<file path="config.mk">
export PLATFORM = sky130hd
export DESIGN_NAME = pipe_stage_vr
export DESIGN_NICKNAME = d
export VERILOG_FILES = /design/src/rtl/riscv_pkg.sv /design/src/rtl/flop_en_rst_cl.sv /design/src/rtl/pipe_stage_vr.sv
export SDC_FILE = /design/constraint.sdc
export NUM_CORES = 1
export LEC_CHECK = 0
export CAP_MARGIN = 20
export CORE_MARGIN = 2
export CORE_UTILIZATION = 40
export CTS_BUF_LIST = sky130_fd_sc_hd__clkbuf_16
export CTS_CLUSTER_SIZE = 14
export DETAILED_ROUTE_END_ITERATION = 10
export HOLD_SLACK_MARGIN = 0.06
export MAX_ROUTING_LAYER = met4
export PLACE_DENSITY_LB_ADDON = 0.12
export SYNTH_ARGS = -nofsm -noshare
export SYNTH_HDL_FRONTEND = slang
export SYNTH_SLANG_ARGS = --single-unit
</file>
<file path="constraint.sdc">
create_clock -name clk -period 2.9 [get_ports clk]
set_clock_uncertainty 0.05 [all_clocks]
set_input_delay 0.58 -clock clk [delete_from_list [all_inputs] [get_ports clk]]
set_output_delay 0.58 -clock clk [all_outputs]
set_load 0.01 [all_outputs]
</file>
<file path="src/rtl/riscv_pkg.sv">
// Shared core definitions: architectural width and the elastic pipeline stage state encoding.
package riscv_pkg;

    localparam int XLEN = 32;

    typedef enum logic [1:0] {
        EMPTY = 2'd0,
        BUSY  = 2'd1,
        FULL  = 2'd2
    } pipe_state_e;

    // Number of held entries implied by a stage state.
    function automatic logic [1:0] state_occ(input pipe_state_e s);
        logic [1:0] n;
        n = 2'd0;
        case (s)
            BUSY:    n = 2'd1;
            FULL:    n = 2'd2;
            default: n = 2'd0;
        endcase
        return n;
    endfunction

endpackage

</file>
<file path="src/rtl/flop_en_rst_cl.sv">
// Enabled register with asynchronous active-high reset and synchronous clear, both to RESET_VAL.
module flop_en_rst_cl #(
    parameter int               WIDTH     = 32,
    parameter logic [WIDTH-1:0] RESET_VAL = '0
) (
    input  logic             clk,
    input  logic             rst,
    input  logic             en,
    input  logic             clr,
    input  logic [WIDTH-1:0] d,
    output logic [WIDTH-1:0] q
);

    // NOTE: sequential state is written with non-blocking assignments only.
    always_ff @(posedge clk or posedge rst) begin
        if (rst) begin
            q <= RESET_VAL;
        end else if (clr) begin
            q <= RESET_VAL;
        end else if (en) begin
            q <= d;
        end
    end

endmodule

</file>
<file path="src/rtl/pipe_stage_vr.sv">
// Elastic valid/ready pipeline register with synchronous flush.
// Define PIPE_STAGE_VR_SKID_EN for the two-entry skid build with a fully registered in_ready.
module pipe_stage_vr
    import riscv_pkg::*;
#(
    parameter int               WIDTH     = riscv_pkg::XLEN,
    parameter logic [WIDTH-1:0] RESET_VAL = '0
) (
    input  logic             clk,
    input  logic             rst,
    input  logic             flush,
    input  logic             in_valid,
    output logic             in_ready,
    input  logic [WIDTH-1:0] in_data,
    output logic             out_valid,
    input  logic             out_ready,
    output logic [WIDTH-1:0] out_data,
    output logic [1:0]       occ
);

    pipe_state_e      state_q;
    pipe_state_e      state_d;
    logic             in_fire;
    logic             out_fire;
    logic             main_en;
    logic [WIDTH-1:0] main_d;
    logic [WIDTH-1:0] main_q;

`ifdef PIPE_STAGE_VR_SKID_EN
    logic             skid_en;
    logic             main_from_skid;
    logic [WIDTH-1:0] skid_q;

    // Depends only on the state register, so no path from out_ready.
    assign in_ready = (state_q != FULL);
    assign main_d   = main_from_skid ? skid_q : in_data;
`else
    assign in_ready = !out_valid || out_ready;
    assign main_d   = in_data;
`endif

    assign out_valid = (state_q != EMPTY);
    assign out_data  = main_q;
    assign occ       = state_occ(state_q);
    assign in_fire   = in_valid && in_ready;
    assign out_fire  = out_valid && out_ready;

    always_ff @(posedge clk or posedge rst) begin
        if (rst) begin
            state_q <= EMPTY;
        end else begin
            state_q <= state_d;
        end
    end

    // NOTE: every combinational output gets a default first so no latch is inferred.
    always_comb begin
        state_d = state_q;
        main_en = 1'b0;
`ifdef PIPE_STAGE_VR_SKID_EN
        skid_en        = 1'b0;
        main_from_skid = 1'b0;
`endif
        case (state_q)
            EMPTY: begin
                if (in_fire) begin
                    state_d = BUSY;
                    main_en = 1'b1;
                end
            end
            BUSY: begin
                if (in_fire && out_fire) begin
                    main_en = 1'b1;
                end else if (in_fire) begin
`ifdef PIPE_STAGE_VR_SKID_EN
                    // Younger entry parks in skid; main keeps the older one.
                    state_d = FULL;
                    skid_en = 1'b1;
`endif
                end else if (out_fire) begin
                    state_d = EMPTY;
                end
            end
`ifdef PIPE_STAGE_VR_SKID_EN
            FULL: begin
                if (out_fire) begin
                    state_d        = BUSY;
                    main_en        = 1'b1;
                    main_from_skid = 1'b1;
                end
            end
`endif
            default: state_d = EMPTY;
        endcase

        // Flush wins: drop held entries and any same-cycle input transfer.
        if (flush) begin
            state_d = EMPTY;
            main_en = 1'b0;
`ifdef PIPE_STAGE_VR_SKID_EN
            skid_en = 1'b0;
`endif
        end
    end

    flop_en_rst_cl #(
        .WIDTH    (WIDTH),
        .RESET_VAL(RESET_VAL)
    ) u_main (
        .clk(clk),
        .rst(rst),
        .en (main_en),
        .clr(1'b0),
        .d  (main_d),
        .q  (main_q)
    );

`ifdef PIPE_STAGE_VR_SKID_EN
    flop_en_rst_cl #(
        .WIDTH    (WIDTH),
        .RESET_VAL(RESET_VAL)
    ) u_skid (
        .clk(clk),
        .rst(rst),
        .en (skid_en),
        .clr(1'b0),
        .d  (in_data),
        .q  (skid_q)
    );
`endif

endmodule

</file>
==> impl_metrics.tcl, run 1 <==
set metrics [dict create \
    cpPeakStageDelay_ns 0.54 \
    dpl_cell_area_mm2 0.002026 \
    synth_nets 114 \
    crit_type "primary input to primary output" \
    final_core_util 0.7086 \
    cts_hold_buf 0 \
    num_vias 865 \
    post_drt_wl_per_cell_um 13.14 \
    worstPathCellList "clkdlybuf4s50_1, nor2b_4, inv_1, clkdlybuf4s50_1" \
    finalCritPeriodShare 0.8200 \
    final_common_cell "clkdlybuf4s50_1" \
    r2r_cells 4 \
    drt-initial-drc-count 10 \
    r2r_slack_ns 1.40 \
    core_mm2 0.003053 \
    drive_gt1_frac 0.2792 \
    grt_antenna_before_repair 0 \
    drt-total-wl_um 2602 \
    cp_max_fo 3 \
    place_congestion 0.6335 \
    fmax_ghz 0.4205 \
    firstDrtPassIters 4 \
    p_total_mw 1.412 \
    nFillCells 232 \
    slew_violations 0 \
    rsz0062_at_grt "no" \
    fin_hold_ws_ns 0.4522 \
    ys_types 9 \
    synth.avg_cell_area_um2 16.70 \
    ant_nets 0 \
    period_needed_ns 2.378 \
    via_per_inst 4.369 \
    hold_viol 0 \
    nets 190 \
    root_buffer "clkbuf_16" \
    power_density_mw_per_mm2 652.7 \
    row_count 20 \
    grt.overflow.total 0 \
    grt_pass1_vias 897 \
    crit_path_start_kind "primary input" \
    cap_violations 0 \
    status "completed" \
    numCtsBuffers 5 \
    yosys_warnings 0 \
    cts_tree "built" \
    dp.final_hpwl_um 2015 \
    initial_core_util 0.4213 \
    synth-seq-cells 33 \
    drc_errors 0 \
    clkTransAtPathRegs_ns 0.05 \
    crit_family "buffers and inverters" \
    synthCells 77 \
    worstSetupEndpoint "in_ready" \
    ir_worst_vdd_mv 0.4369 \
    clockBufferDepth 2 \
    area_growth_pct 68.19 \
    final_area_mm2 0.002163 \
    grt_max_degree 34 \
    tns_ns 0 \
    crit_start "out_ready" \
    cp.depth 4 \
    hp-start "u_main.q[0]$_DFFE_PP0P_" \
    mappedNetlistArea_mm2 0.001286 \
    grt_pass1_wl_um 3974 \
    r2r-start "state_q[0]$_DFFE_PP0P_" \
    synth_seq_area_share 0.6420 \
    cts_resized 0 \
    num_io_pins 73 \
    io_buffers 71 \
    cp_data_arrival_time_ns 1.75 \
    cts_max_level 2 \
    worstHoldPathType "flop to flop" \
    critPathCaptureType "primary output" \
    crit_top_cell "clkdlybuf4s50_1" \
    total_leakage_power_nw 0.8944 \
    critPathBufInv 3 \
    worstSkewPairLatency_ns 0.26 \
    dieArea_mm2 0.003685 \
    cts.sinks 33 \
    r2r_end "u_main.q[25]$_DFFE_PP0P_" \
    num_antenna_cells 0 \
    layout_common_cells "clkdlybuf4s50_1, dfrtp_1, mux2_2, clkbuf_16, buf_4" \
    postCtsSetupRepairBufs 0 \
    slowest_stage "clkdlybuf4s50_1" \
    finalSetupViolations 0 \
    groute.usage.overall 0.1594 \
    worstPathRequired_ns 2.27 \
    die_y_um 60.71 \
    fp.dieW_um 60.71 \
]
Yosys cell counts (all sizes together):
| library cell | count | area share |
|---|---|---|
| buf | 5 | 0.038 |
| conb | 1 | 0.0029 |
| dfrtp | 33 | 0.64 |
| inv | 2 | 0.0058 |
| mux2 | 32 | 0.28 |
| nor2 | 2 | 0.0058 |
| nor2b | 1 | 0.011 |
| nor3b | 1 | 0.015 |
kinds of logic (layout without fill, tap and decap cells):
group                  count (synthesis)  count (layout)  share of synthesized area
flip-flops                            33              33                     0.6420
multiplexers                          32              32                     0.2802
AND/OR/NAND/NOR                        4               4                    0.03113
other                                  1               1                   0.002915
buffers and inverters                  7              84                    0.04377
stage by stage:
stage / cells / setup WS, ns
2_1_floorplan: 77 / 1.328
3_3_place_gp: 190 / 0.5603
3_5_place_dp: 190 / 0.5171
4_1_cts: 198 / 0.5117
5_1_grt: 198 / 0.4988
6_report: 198 / 0.5219
where the power goes:
part           switching, mW  leakage [nW]  internal, mW
Clock                  0.171        0.0687         0.309
Combinational          0.116         0.437         0.240
Sequential            0.0374         0.389         0.539
Total                  0.324         0.894          1.09
per-layer routing:
metal	wire length, um	up-vias	track usage
met2	1338	44	0.2581
met4	14	0	0.06522
met3	228	2	0.07676
met5	0	-	-
met1	1021	410	0.1662
li1	-	409	-
registers in the layout, summed over array words and instances (netlist names):
| register | count |
|---|---|
| state_q | 1 |
| u_main.q | 32 |
cell type report:
class / instances / area, um^2 / area share
clock buffers: 5 / 125.1 / 0.05784
clock inverters: 3 / 12.51 / 0.005784
inverters: 2 / 7.507 / 0.003470
multi-input cells: 37 / 404.1 / 0.1868
flip-flops and latches: 33 / 825.8 / 0.3817
well taps: 44 / 55.05 / 0.02545
repair buffers: 74 / 733.2 / 0.3389
how the worst min path moves through the flow:
stage	slack, ns	cells after the start	endpoint
detailed placement	0.45	1	u_main.q[20]$_DFFE_PP0P_
global placement	0.44	1	u_main.q[20]$_DFFE_PP0P_
global route	0.46	1	u_main.q[18]$_DFFE_PP0P_
CTS	0.46	1	u_main.q[0]$_DFFE_PP0P_
floorplan	0.50	1	u_main.q[10]$_DFFE_PP0P_
finish	0.45	1	u_main.q[0]$_DFFE_PP0P_
Power figures use the tool's default switching activity.
==> run 2: changes to the inputs <==
--- a/config.mk
+++ b/config.mk
@@ -7,7 +7,7 @@
 export LEC_CHECK = 0
 export CAP_MARGIN = 20
 export CORE_MARGIN = 2
-export CORE_UTILIZATION = 40
+export CORE_UTILIZATION = 34
 export CTS_BUF_LIST = sky130_fd_sc_hd__clkbuf_16
 export CTS_CLUSTER_SIZE = 14
 export DETAILED_ROUTE_END_ITERATION = 10
==> constraint.sdc (replaced) <==
create_clock -name clk -period 1.9 [get_ports clk]
set_clock_uncertainty 0.05 [all_clocks]
set_input_delay 0.38 -clock clk [delete_from_list [all_inputs] [get_ports clk]]
set_output_delay 0.38 -clock clk [all_outputs]
set_load 0.01 [all_outputs]
==> impl_metrics.tcl, run 2 (synthesis results as in run 1) <==
set metrics [dict create \
    die_y_um 65.51 \
    cpPeakStageDelay_ns 0.44 \
    initial_core_util 0.3513 \
    largest-register "u_main.q" \
    r2r-start "state_q[0]$_DFFE_PP0P_" \
    num_antenna_cells 0 \
    grt_max_degree 34 \
    num_vias 900 \
    r2r_cells 4 \
    grt.overflow.total 0 \
    root_buffer "clkbuf_16" \
    postCtsSetupRepairBufs 0 \
    dp.final_hpwl_um 1857 \
    r2r_end "u_main.q[26]$_DFFE_PP0P_" \
    nets 189 \
    io_buffers 71 \
    drt-initial-drc-count 22 \
    ant_nets 0 \
    row_count 22 \
    cp_data_arrival_time_ns 1.33 \
    power_density_mw_per_mm2 980.8 \
    r2r_slack_ns 0.38 \
    worstSkewPairLatency_ns 0.26 \
    place_congestion 0.6438 \
    via_per_inst 4.500 \
    drt-total-wl_um 2478 \
    worstPathRequired_ns 1.47 \
    cap_violations 0 \
    period_needed_ns 1.760 \
    status "completed" \
    ir_worst_vdd_mv 0.6129 \
    worstHoldPathType "primary input to asynchronous set/reset pin" \
    crit_type "primary input to primary output" \
    finalCritPeriodShare 0.9265 \
    finalSetupViolations 0 \
    firstDrtPassIters 4 \
    slowest_stage "clkdlybuf4s50_1" \
    fmax_ghz 0.5681 \
    cts_tree "built" \
    dieArea_mm2 0.004291 \
    cp_max_fo 3 \
    clkTransAtPathRegs_ns 0.05 \
    numCtsBuffers 5 \
    area_growth_pct 68.48 \
    num_io_pins 73 \
    drive_gt1_frac 0.2697 \
    hold_viol 0 \
    post_drt_wl_per_cell_um 12.39 \
    final_core_util 0.5919 \
    crit_path_start_kind "primary input" \
    total_leakage_power_nw 0.8914 \
    cts.sinks 33 \
    nFillCells 299 \
    fp.dieW_um 65.51 \
    cts_max_level 2 \
    reg_top3 "u_main.q: 32 flops, state_q: 1 flops" \
    slew_violations 0 \
    worstPathCellList "clkdlybuf4s50_1, nor2b_4, inv_1, dlygate4sd2_1" \
    groute.usage.overall 0.1312 \
    drc_errors 0 \
    grt_pass1_wl_um 4050 \
    critPathCaptureType "primary output" \
    largest_reg_flops 32 \
    clockBufferDepth 2 \
    grt_pass1_vias 923 \
    core_mm2 0.003661 \
    grt_antenna_before_repair 0 \
    tns_ns 0 \
    rsz0062_at_grt "no" \
    layout_common_cells "clkdlybuf4s50_1, dfrtp_1, mux2_2, clkbuf_16, inv_1" \
    final_common_cell "clkdlybuf4s50_1" \
]
run 2: cell types whose count changed in the layout (fill, tap and decap cells not counted), sizes merged:
cell / previous run / this run
dlygate4sd2: 0 / 1
clkinv: 3 / 1
buf: 3 / 2
inv: 2 / 3
clkdlybuf4s50: 71 / 70
run 2: layout make-up:
cell class	count	area [um^2]	share of cell area
repair buffers	73	737.0	0.3401
inverters	2	7.507	0.003464
well taps	48	60.06	0.02771
flip-flops and latches	33	825.8	0.3811
clock buffers	5	125.1	0.05774
clock inverters	2	7.507	0.003464
multi-input cells	37	404.1	0.1865
run 2: timing repair:
item / CTS / global route
hold endpoints to repair: 0 / 0
hold buffers: 0 / 0
endpoints found under the setup margin: 1 / 0
gates resized for setup: 1 / 0
run 2: report_power, final:
group	switching, mW	internal [mW]
clock	0.240	0.465
combinational	0.173	0.367
sequential	0.0575	0.823
total	0.471	1.65
run 2: worst max path at each step:
stage                                      start                        to  slack [ns]
final                                  out_ready                  in_ready        0.14
after detailed placement               out_ready  u_main.q[26]$_DFFE_PP0P_       -0.07
after CTS                              out_ready                  in_ready        0.14
after global routing                   out_ready                  in_ready        0.12
after global placement                 out_ready                  in_ready       -0.04
after floorplan           state_q[0]$_DFFE_PP0P_  u_main.q[10]$_DFFE_PP0P_        0.38
run 2: critical path: cells and delay by family:
family | cells | cell delay [ns]
buffers and inverters | 3 | 0.78
AND/OR/NAND/NOR | 1 | 0.17
run 2: through the flow:
| step | std cells | area (um^2) | total power, mW | hold slack (ns) | worst slack (ns) |
|---|---|---|---|---|---|
| 2_1_floorplan | 77 | 1286 | 1.099 | 0.3964 | 0.3837 |
| 3_3_place_gp | 193 | 2036 | 1.429 | 0.4386 | -0.03667 |
| 3_5_place_dp | 193 | 2036 | 1.442 | 0.4445 | -0.06594 |
| 4_1_cts | 200 | 2167 | 2.165 | 0.4549 | 0.1354 |
| 5_1_grt | 200 | 2167 | 2.243 | 0.4713 | 0.1193 |
| 6_report | 200 | 2167 | 2.125 | 0.4508 | 0.1396 |
run 2: per-layer routing:
metal,vias up,wire [um],track usage
met5,-,0,-
met4,0,57,0.06250
met3,8,213,0.05651
met2,45,1254,0.2181
met1,436,953,0.1333
li1,411,-,-
==> run 3: changes to the inputs <==
--- a/config.mk
+++ b/config.mk
@@ -7,10 +7,11 @@
 export LEC_CHECK = 0
 export CAP_MARGIN = 20
 export CORE_MARGIN = 2
-export CORE_UTILIZATION = 34
+export CORE_UTILIZATION = 50
 export CTS_BUF_LIST = sky130_fd_sc_hd__clkbuf_16
 export CTS_CLUSTER_SIZE = 14
 export DETAILED_ROUTE_END_ITERATION = 10
+export DONT_BUFFER_PORTS = 1
 export HOLD_SLACK_MARGIN = 0.06
 export MAX_ROUTING_LAYER = met4
 export PLACE_DENSITY_LB_ADDON = 0.12
==> impl_metrics.tcl, run 3 (synthesis results as in run 1) <==
set metrics [dict create \
    status "completed" \
    post_drt_wl_per_cell_um 16.89 \
    cap_violations 0 \
    cts.sinks 33 \
    fmax_ghz 0.6337 \
    dieArea_mm2 0.002994 \
    slew_violations 0 \
    root_buffer "clkbuf_16" \
    grt_antenna_before_repair 0 \
    crit_type "flop to flop" \
    multi_input_area_um2 404.1 \
    slowest_stage "dfrtp_1" \
    rsz0062_at_grt "no" \
    grt_pass1_vias 652 \
    grt_use_met2 0.2123 \
    cts_tree "built" \
    groute.usage.overall 0.1500 \
    postCtsSetupRepairBufs 0 \
    row_count 18 \
    nets 119 \
    hold_viol 0 \
    core_mm2 0.002455 \
    cp_data_arrival_time_ns 1.67 \
    ir_worst_vdd_mv 1.028 \
    num_io_pins 73 \
    dp.final_hpwl_um 1354 \
    largest_reg_flops 32 \
    comb_power_share 0.089 \
    drive_gt1_frac 0.5060 \
    initial_core_util 0.5240 \
    drc_errors 0 \
    cp_max_fo 32 \
    worstPathCellList "nor2b_4, nor3b_4, buf_12, mux2_2" \
    die_y_um 54.72 \
    num_antenna_cells 0 \
    finalSetupViolations 0 \
    drt-total-wl_um 1909 \
    worstHoldPathType "primary input to flop" \
    nFillCells 194 \
    num_vias 629 \
    grt_max_degree 34 \
    grtUsageMet1 0.1528 \
    final_common_cell "dfrtp_1" \
    p_seq_frac 0.520 \
    p_sw_frac 0.2390 \
    power_density_mw_per_mm2 1270 \
    fin_hold_ws_ns 0.1250 \
    cpPeakStageDelay_ns 0.45 \
    clkTransAtPathRegs_ns 0.05 \
    numCtsBuffers 5 \
    worstSkewPairLatency_ns 0.26 \
    seq_area_um2 825.8 \
    place_congestion 0.5669 \
    crit_path_start_kind "flop" \
    switching_power_mw 0.4401 \
    reg_top3 "u_main.q: 32 flops, state_q: 1 flops" \
    clkPwrFrac 0.392 \
    critPathCaptureType "flop" \
    io_buffers 0 \
    period_needed_ns 1.578 \
    largest-register "u_main.q" \
    total_leakage_power_nw 0.6199 \
    via_per_inst 5.566 \
    clockBufferDepth 2 \
    grt.overflow.total 0 \
    fp.dieW_um 54.72 \
    area_growth_pct 12.74 \
    p_total_mw 1.841 \
    drt-initial-drc-count 4 \
    ant_nets 0 \
    cts_max_level 2 \
    grt_pass1_wl_um 2815 \
    use_met3 0.07650 \
    tns_ns 0 \
    firstDrtPassIters 4 \
    grt_busiest_layer "met2" \
    finalCritPeriodShare 0.8305 \
    worstPathRequired_ns 2.00 \
    p_int_mw 1.401 \
    layout_common_cells "dfrtp_1, mux2_2, clkbuf_16" \
]
run 3: worst max-delay path: cells and delay by family, from the launching register on:
kind | cells | cell delay, ns
buffers and inverters | 1 | 0.23
flip-flops | 1 | 0.45
multiplexers | 1 | 0.36
AND/OR/NAND/NOR | 2 | 0.37
run 3: what timing repair did:
| action | CTS | global route |
|---|---|---|
| endpoints found under the hold margin | 33 | 0 |
| hold buffers | 1 | 0 |
| resized for setup | 0 | 0 |
| setup endpoints to repair | 0 | 0 |
run 3: final cells by class:
class | count | share of cell area
clock buffers | 5 | 0.08628
clock inverters | 3 | 0.008628
repair buffers | 3 | 0.02588
inverters | 2 | 0.005177
multi-input cells | 37 | 0.2787
well taps | 30 | 0.02588
flip-flops and latches | 33 | 0.5695
run 3: metal layers:
metal | wire length, um | vias to the layer above
met1 | 648 | 307
met4 | 50 | 0
met3 | 277 | 7
met2 | 933 | 42
li1 | - | 273
met5 | 0 | -
run 3: power by group through the flow:
stage | Clock (mW) | Combinational [mW] | Sequential (mW)
6_report | 0.721 | 0.163 | 0.957
5_1_grt | 0.786 | 0.184 | 0.976
4_1_cts | 0.743 | 0.169 | 0.961
3_5_place_dp | 0 | 0.168 | 0.970
3_3_place_gp | 0 | 0.158 | 0.968
2_1_floorplan | 0 | 0.152 | 0.947
run 3: worst paths after layout:
kind	to	slack [ns]	startpoint	depth (start not counted)
min in group asynchronous	u_main.q[7]$_DFFE_PP0P_	0.59	rst	3
max	u_main.q[19]$_DFFE_PP0P_	0.32	state_q[0]$_DFFE_PP0P_	4
max reg2reg	u_main.q[19]$_DFFE_PP0P_	0.32	state_q[0]$_DFFE_PP0P_	4
min	state_q[0]$_DFFE_PP0P_	0.12	flush	1
max in group asynchronous	u_main.q[19]$_DFFE_PP0P_	0.92	rst	3
min reg2reg	u_main.q[3]$_DFFE_PP0P_	0.52	u_main.q[3]$_DFFE_PP0P_	1
run 3: per-stage QoR:
| stage | area, um^2 | cells | worst slack (ns) | utilization |
|---|---|---|---|---|
| finish | 1450 | 113 | 0.3220 | 0.5907 |
| global route | 1450 | 113 | 0.2472 | 0.5907 |
| CTS | 1450 | 113 | 0.3021 | 0.5907 |
| detailed placement | 1303 | 104 | 0.3134 | 0.5306 |
| global placement | 1303 | 104 | 0.3356 | 0.5306 |
| floorplan | 1286 | 77 | 0.3837 | - |
